===== config.mk =====
export PLATFORM = sky130hd
export DESIGN_NAME = apb_mst_mux
export DESIGN_NICKNAME = d
export VERILOG_FILES = /design/src/rtl/apb_mst_mux_pkg.sv /design/src/rtl/apb_mst_mux_addr_decoder.sv /design/src/rtl/apb_mst_mux.sv
export SDC_FILE = /design/constraint.sdc
export NUM_CORES = 1
export LEC_CHECK = 0
export CAP_MARGIN = 20
export CORE_MARGIN = 5
export CORE_UTILIZATION = 39
export CTS_CLUSTER_SIZE = 16
export DETAILED_ROUTE_END_ITERATION = 12
export PLACE_DENSITY = 0.81
export SLEW_MARGIN = 30
export SYNTH_ARGS = -nofsm -noshare
export SYNTH_HDL_FRONTEND = slang
export SYNTH_HIERARCHICAL = 1
export SYNTH_SLANG_ARGS = --single-unit
export TNS_END_PERCENT = 100

===== constraint.sdc =====
create_clock -name pclk -period 4.5 [get_ports pclk]
set_input_delay 0.9 -clock pclk [delete_from_list [all_inputs] [get_ports pclk]]
set_output_delay 0.9 -clock pclk [all_outputs]
set_load 0.01 [all_outputs]

===== src/rtl/apb_mst_mux_pkg.sv =====
// apb_mst_mux_pkg
//   Shared definitions for the APB4 master bridge: FSM state encoding,
//   default parameter values (also used by the testbench) and width helpers.
package apb_mst_mux_pkg;

  typedef enum logic [1:0] {
    ST_IDLE   = 2'd0,
    ST_SETUP  = 2'd1,
    ST_ACCESS = 2'd2,
    ST_ERR    = 2'd3
  } apb_state_e;

  localparam int APB_ADDR_WIDTH = 32;
  localparam int APB_DATA_WIDTH = 32;
  localparam int APB_NUM_SLAVES = 4;
  localparam int APB_SEL_LSB    = 12;
  localparam int APB_TIMEOUT    = 16;

  // Width of the slave index field: max(1, clog2(n)).
  function automatic int apb_sel_width(input int n);
    return (n <= 2) ? 1 : $clog2(n);
  endfunction

  // Width of the wait-state counter; it must hold TIMEOUT-1.
  function automatic int apb_cnt_width(input int t);
    return (t <= 2) ? 1 : $clog2(t);
  endfunction

endpackage


===== src/rtl/apb_mst_mux_addr_decoder.sv =====
// apb_mst_mux_addr_decoder
//   Combinational slave decode of the address index field.
//   Ports:
//     sel_field_i : index field taken from the request address
//     idx_o       : slave index
//     onehot_o    : one-hot slave select (all zero when out of range)
//     oor_o       : index does not name an existing slave
module apb_mst_mux_addr_decoder
  import apb_mst_mux_pkg::*;
#(
  parameter int NUM_SLAVES = APB_NUM_SLAVES,
  parameter int SEL_W      = apb_sel_width(APB_NUM_SLAVES)
) (
  input  logic [SEL_W-1:0]      sel_field_i,
  output logic [SEL_W-1:0]      idx_o,
  output logic [NUM_SLAVES-1:0] onehot_o,
  output logic                  oor_o
);

  localparam int            LIM_W = SEL_W + 1;
  localparam logic [SEL_W:0] LIMIT = LIM_W'(NUM_SLAVES);

  always_comb begin
    idx_o    = sel_field_i;
    // Extra MSB so NUM_SLAVES == 2**SEL_W is representable.
    oor_o    = ({1'b0, sel_field_i} >= LIMIT);
    onehot_o = '0;
    for (int k = 0; k < NUM_SLAVES; k++) begin
      onehot_o[k] = (sel_field_i == SEL_W'(k));
    end
  end

endmodule


===== src/rtl/apb_mst_mux.sv =====
// apb_mst_mux
//   APB4 master bridge: converts single-word bridge requests into APB
//   SETUP/ACCESS cycles on one of NUM_SLAVES address-decoded slaves, with
//   back-to-back transfers, wait-state timeout and decode-error reporting.
//   Ports:
//     pclk, preset         : clock, asynchronous active-high reset
//     trans_i/req_ready_o  : request handshake (accepted when both high)
//     addr_i, wdata_i, wstrb_i, wr_rd_i : request payload (wr_rd_i 1 = write)
//     done_o               : one-cycle completion pulse
//     rdata_o              : last successfully read data
//     trans_err_o          : error status, valid with done_o
//     pselx, penable, pwrite, paddr, pwdata, pstrb : registered APB outputs
//     pready, pslverr, prdata : per-slave APB responses
module apb_mst_mux
  import apb_mst_mux_pkg::*;
#(
  parameter int ADDR_WIDTH = APB_ADDR_WIDTH,
  parameter int DATA_WIDTH = APB_DATA_WIDTH,
  parameter int NUM_SLAVES = APB_NUM_SLAVES,
  parameter int SEL_LSB    = APB_SEL_LSB,
  parameter int TIMEOUT    = APB_TIMEOUT
) (
  input  logic                             pclk,
  input  logic                             preset,
  input  logic                             trans_i,
  output logic                             req_ready_o,
  input  logic [ADDR_WIDTH-1:0]            addr_i,
  input  logic [DATA_WIDTH-1:0]            wdata_i,
  input  logic [DATA_WIDTH/8-1:0]          wstrb_i,
  input  logic                             wr_rd_i,
  output logic                             done_o,
  output logic [DATA_WIDTH-1:0]            rdata_o,
  output logic                             trans_err_o,
  output logic [NUM_SLAVES-1:0]            pselx,
  output logic                             penable,
  output logic                             pwrite,
  output logic [ADDR_WIDTH-1:0]            paddr,
  output logic [DATA_WIDTH-1:0]            pwdata,
  output logic [DATA_WIDTH/8-1:0]          pstrb,
  input  logic [NUM_SLAVES-1:0]            pready,
  input  logic [NUM_SLAVES-1:0]            pslverr,
  input  logic [NUM_SLAVES*DATA_WIDTH-1:0] prdata
);

  localparam int SEL_W  = apb_sel_width(NUM_SLAVES);
  localparam int STRB_W = DATA_WIDTH / 8;
  localparam int CNT_W  = apb_cnt_width(TIMEOUT);
  localparam logic [CNT_W-1:0] CNT_LAST = CNT_W'(TIMEOUT - 1);

  apb_state_e              state_q;
  logic [SEL_W-1:0]        idx_q;
  logic [CNT_W-1:0]        wait_cnt_q;
  logic                    err_pend_q;
  logic [NUM_SLAVES-1:0]   pselx_q;
  logic                    penable_q;
  logic                    pwrite_q;
  logic [ADDR_WIDTH-1:0]   paddr_q;
  logic [DATA_WIDTH-1:0]   pwdata_q;
  logic [STRB_W-1:0]       pstrb_q;
  logic                    done_q;
  logic                    trans_err_q;
  logic [DATA_WIDTH-1:0]   rdata_q;

  logic [SEL_W-1:0]        dec_idx;
  logic [NUM_SLAVES-1:0]   dec_onehot;
  logic                    dec_oor;

  logic                    sel_pready;
  logic                    sel_pslverr;
  logic [DATA_WIDTH-1:0]   sel_prdata;
  logic                    accept;

  apb_mst_mux_addr_decoder #(
    .NUM_SLAVES (NUM_SLAVES),
    .SEL_W      (SEL_W)
  ) u_dec (
    .sel_field_i (addr_i[SEL_LSB +: SEL_W]),
    .idx_o       (dec_idx),
    .onehot_o    (dec_onehot),
    .oor_o       (dec_oor)
  );

  // Response mux: pick the addressed slave's handshake and data.
  always_comb begin
    sel_pready  = 1'b0;
    sel_pslverr = 1'b0;
    sel_prdata  = '0;
    for (int k = 0; k < NUM_SLAVES; k++) begin
      if (idx_q == SEL_W'(k)) begin
        sel_pready  = pready[k];
        sel_pslverr = pslverr[k];
        sel_prdata  = prdata[k*DATA_WIDTH +: DATA_WIDTH];
      end
    end
  end

  // A completing ACCESS can take the next request so the bus needs no idle cycle.
  assign req_ready_o = (state_q == ST_IDLE) || ((state_q == ST_ACCESS) && sel_pready);
  assign accept      = trans_i && req_ready_o;

  always_ff @(posedge pclk or posedge preset) begin
    if (preset) begin
      state_q     <= ST_IDLE;
      idx_q       <= '0;
      wait_cnt_q  <= '0;
      err_pend_q  <= 1'b0;
      pselx_q     <= '0;
      penable_q   <= 1'b0;
      pwrite_q    <= 1'b0;
      paddr_q     <= '0;
      pwdata_q    <= '0;
      pstrb_q     <= '0;
      done_q      <= 1'b0;
      trans_err_q <= 1'b0;
      rdata_q     <= '0;
    end else begin
      done_q <= 1'b0;

      case (state_q)
        ST_IDLE: begin
        end

        ST_SETUP: begin
          penable_q  <= 1'b1;
          wait_cnt_q <= '0;
          state_q    <= ST_ACCESS;
        end

        ST_ACCESS: begin
          if (sel_pready) begin
            done_q      <= 1'b1;
            trans_err_q <= sel_pslverr;
            // An errored read leaves the previous read data in place.
            if (!pwrite_q && !sel_pslverr) begin
              rdata_q <= sel_prdata;
            end
            pselx_q   <= '0;
            penable_q <= 1'b0;
            state_q   <= ST_IDLE;
          end else if (wait_cnt_q == CNT_LAST) begin
            done_q      <= 1'b1;
            trans_err_q <= 1'b1;
            pselx_q     <= '0;
            penable_q   <= 1'b0;
            state_q     <= ST_IDLE;
          end else begin
            wait_cnt_q <= wait_cnt_q + CNT_W'(1);
          end
        end

        ST_ERR: begin
          // A decode error accepted behind a completing transfer reports
          // here, one cycle after that transfer's own done pulse.
          if (err_pend_q) begin
            done_q      <= 1'b1;
            trans_err_q <= 1'b1;
            err_pend_q  <= 1'b0;
          end
          state_q <= ST_IDLE;
        end

        default: state_q <= ST_IDLE;
      endcase

      // New request: overrides the completion defaults set above.
      if (accept) begin
        idx_q <= dec_idx;
        if (dec_oor) begin
          // No APB cycle: bus outputs are left untouched.
          state_q <= ST_ERR;
          if (state_q == ST_IDLE) begin
            done_q      <= 1'b1;
            trans_err_q <= 1'b1;
          end else begin
            err_pend_q <= 1'b1;
          end
        end else begin
          state_q  <= ST_SETUP;
          pselx_q  <= dec_onehot;
          paddr_q  <= addr_i;
          pwrite_q <= wr_rd_i;
          pwdata_q <= wdata_i;
          pstrb_q  <= wr_rd_i ? wstrb_i : '0;
        end
      end
    end
  end

  assign pselx       = pselx_q;
  assign penable     = penable_q;
  assign pwrite      = pwrite_q;
  assign paddr       = paddr_q;
  assign pwdata      = pwdata_q;
  assign pstrb       = pstrb_q;
  assign done_o      = done_q;
  assign trans_err_o = trans_err_q;
  assign rdata_o     = rdata_q;

endmodule


==> key figures <==
Timing
  • Max-slew violation count: 0
  • Clk_skew: between 0.007 and 0.008 ns
  • Fmax: 278 MHz
  • Setup TNS: 0 ns
  • Worst slew pin tran: 0.942 ns
  • RSZ-0062 raised after global routing: no
  • Max transition margin: about 37%
  • Post-layout min period: ~3.6 ns
  • Hold_ws: between 0.4 and 0.5 ns
  • Final setup vio count: 0
  • Final worst path period share: around 80%
  • Fin. Hold Viols: 0

Yosys
  • Synth Area in Adders: around 1.1%
  • Mapped Area: 5770 um^2
  • Number of enable flip-flop cells after synthesis: 0
  • Yosys cell types: 40
  • Synth Area in Simple Gates: between 2 and 3%
  • Asr flop ratio synth: 100%
  • Post-Synthesis Cells: ~360
  • Sequential area share after synthesis: around 51%
  • Synth warnings: 6
  • XOR/XNOR Fraction of Synth Area: 0%
  • Post-synthesis mux area share: 39.2%
  • Largest family of logic cells by synthesized area: multiplexers
  • Post-synthesis average cell area: about 16 um^2
  • Most common flop cell mapped by yosys: dfrtp_1
  • Compound-Gate Fraction of Synth Area: between 2 and 2.5%
  • Flops & latches, synth: ~120
  • Syn nets: 568

Critical path
  • Crit path required time: ~3.6 ns
  • CP cell instances: clkdlybuf4s50_1 -> mux2_4 -> a22oi_1 -> nand2b_1 -> clkdlybuf4s50_1
  • CP endpoint kind: output pin
  • CP Launch Type: primary input
  • R2R depth: 7
  • Worst setup path startpoint: pready[3]
  • CP delay by family, top: buffers and inverters
  • CP Class: in2out
  • WP buf/inv: 2
  • CP Data Arrival Time: between 2 and 3 ns
  • Levels on crit path: 5
  • RR Endpoint: paddr[18]
  • Worst R2R Setup Slack: between 1.5 and 2 ns
  • Max incr delay on CP: about 0.5 ns
  • Worst-path maximum fanout: 3
  • Worst r2r src: state_q[0]
  • Crit path top cell by count: clkdlybuf4s50_1
  • Slowest-stage cell, CP: clkdlybuf4s50_1

Routing
  • First DRT Iteration DRCs: around 130
  • Routed vias/inst: 4.92
  • Via count: approximately 4300
  • DRC viols: 0
  • WL per Instance: 20.6 um
  • Final WL: roughly 18000 um
  • Final ANT Viol Nets: 0
  • 1st-pass router iterations: 4

Clocking
  • CTS resizes: 0
  • CTS Sinks: approximately 120
  • Clock root cell: clkbuf_16
  • Clock Pin Slew Worst Setup and Hold Paths: 0.05 ns
  • TritonCTS Buffers: 17
  • Clk_lat worst skew: approximately 0.41 ns
  • Clock tree from TritonCTS: done
  • Post-CTS setup buffer count: 0
  • H-tree depth: 4
  • Hold-fix buffers at CTS: 0
  • Deepest clock path buffer count: 2

Placement
  • IO buf count: about 320
  • Gpl congestion: roughly 0.89
  • Placed wire-length estimate: approximately 14000 um

Cells and area
  • Share of cells above drive strength 1: 26.1%
  • Fin nets: 887
  • # diodes: 0
  • Commonest non-fill, non-tap cell in the layout: clkdlybuf4s50_1
  • Most frequent cells in the layout: clkdlybuf4s50_1, dfrtp_1, mux2_4
  • Layout area overhead: 68.5%
  • Fill count: between 1000 and 1500
  • Finished Core Util: 66.9%

Power and ir drop
  • Peak VDD IR: 0.345 mV
  • Power Density: 664 nW/um^2
  • Leakage power: a little over 4 nW
  • Total power: about 6.5 mW

GRT
  • Total GRT Usage: 20.8%
  • Largest net degree at the start of global routing: between 70 and 80
  • Total gr overflow: 0
  • Antenna violations before repair: 0
  • First-pass GRT wire length: about 28000 um
  • Vias in the first global route: roughly 4900

Worst hold path
  • WHS Path Cells: 2
  • Worst Hold End: penable
  • Hold Path Class: reg2reg
  • Hold path start: penable

Floorplan
  • Initial Util: 39.7%
  • Die Y: roughly 130 um
  • Die area: roughly 17000 um^2
  • I/O Pins: approximately 320
  • Placeable Area: between 10000 and 15000 um^2
  • Chip width: roughly 130 um
  • Row cnt: 44

Status
  • Outcome: finished, final reports clean

Job
  • Max-Cap Viols: 0
cells in the mapped netlist (all sizes together) (2+ instances only):
master / count / area [um^2]
nand2b: 2 / 12.5
a21o: 2 / 15.0
nor3: 2 / 15.0
nor2: 3 / 11.3
ha: 5 / 62.6
mux4: 34 / 766
nor2b: 2 / 12.5
dfrtp: 117 / 2930
and2: 2 / 13.8
mux2i: 11 / 110
inv: 15 / 56.3
mux2: 102 / 1390
a22o: 2 / 17.5
buf: 16 / 143
nand2: 13 / 48.8
clkbuf: 6 / 23.8
o21ai: 6 / 30.0
registers in the layout, indices dropped and copies added (netlist names):
name         count
done_o           1
err_pend_q       1
idx_q            2
paddr           32
penable          1
pselx            4
pstrb            4
pwdata          32
pwrite           1
rdata_o         32
state_q          2
trans_err_o      1
wait_cnt_q       4
power breakdown:
part / switching (mW) / leakage [nW] / total (mW) / internal [mW]
sequential: 0.322 / 1.42 / 1.90 / 1.57
clock: 0.484 / 0.304 / 1.47 / 0.991
combinational: 1.13 / 2.35 / 3.09 / 1.96
final cells by class:
cell class | count | area, um^2 | area share, %
Sequential cell | 117 | 2930 | 30.1
Timing Repair Buffer | 322 | 3220 | 33.1
Tap cell | 184 | 230 | 2.37
Clock inverter | 14 | 208 | 2.14
Clock buffer | 18 | 439 | 4.52
Multi-Input combinational cell | 201 | 2630 | 27.1
Inverter | 15 | 61.3 | 0.631
worst max path at each step:
| stage | endpoint | slack, ns |
|---|---|---|
| after floorplan | done_o | 0.50 |
| after CTS | req_ready_o | 0.90 |
| final | req_ready_o | 0.90 |
| after global placement | req_ready_o | 0.96 |
| after global routing | req_ready_o | 0.80 |
| after detailed placement | req_ready_o | 0.95 |
worst reg2reg max path, delay by kind of cell (launching register included):
kind	cells	cell delay (ns)
buffers and inverters	2	0.53
AND/OR/NAND/NOR	1	0.27
flip-flops	1	0.41
AO/OA/AOI/OAI	2	0.68
multiplexers	1	0.41
adder cells (fa/ha/maj)	1	0.32
cells by family after synthesis:
group | count (synthesis)
multiplexers | 147
flip-flops | 117
buffers and inverters | 37
AND/OR/NAND/NOR | 31
AO/OA/AOI/OAI | 17
adder cells (fa/ha/maj) | 5
other | 1
through the flow:
step           area [um^2]  worst slack [ns]  instances
5_1_grt               9720             0.796        871
4_1_cts               9720             0.901        871
6_report              9720             0.903        871
2_1_floorplan         5770             0.499        355
3_3_place_gp          9070             0.963        839
3_5_place_dp          9070             0.946        839
routing by layer:
| metal | GRT usage, % | share of wire, % |
|---|---|---|
| met1 | 24.0 | 39 |
| met2 | 36.1 | 53 |
| met5 | 0 | 0 |
| met3 | 6.88 | 5.9 |
| met4 | 7.66 | 2.3 |
Power figures use the tool's default switching activity.
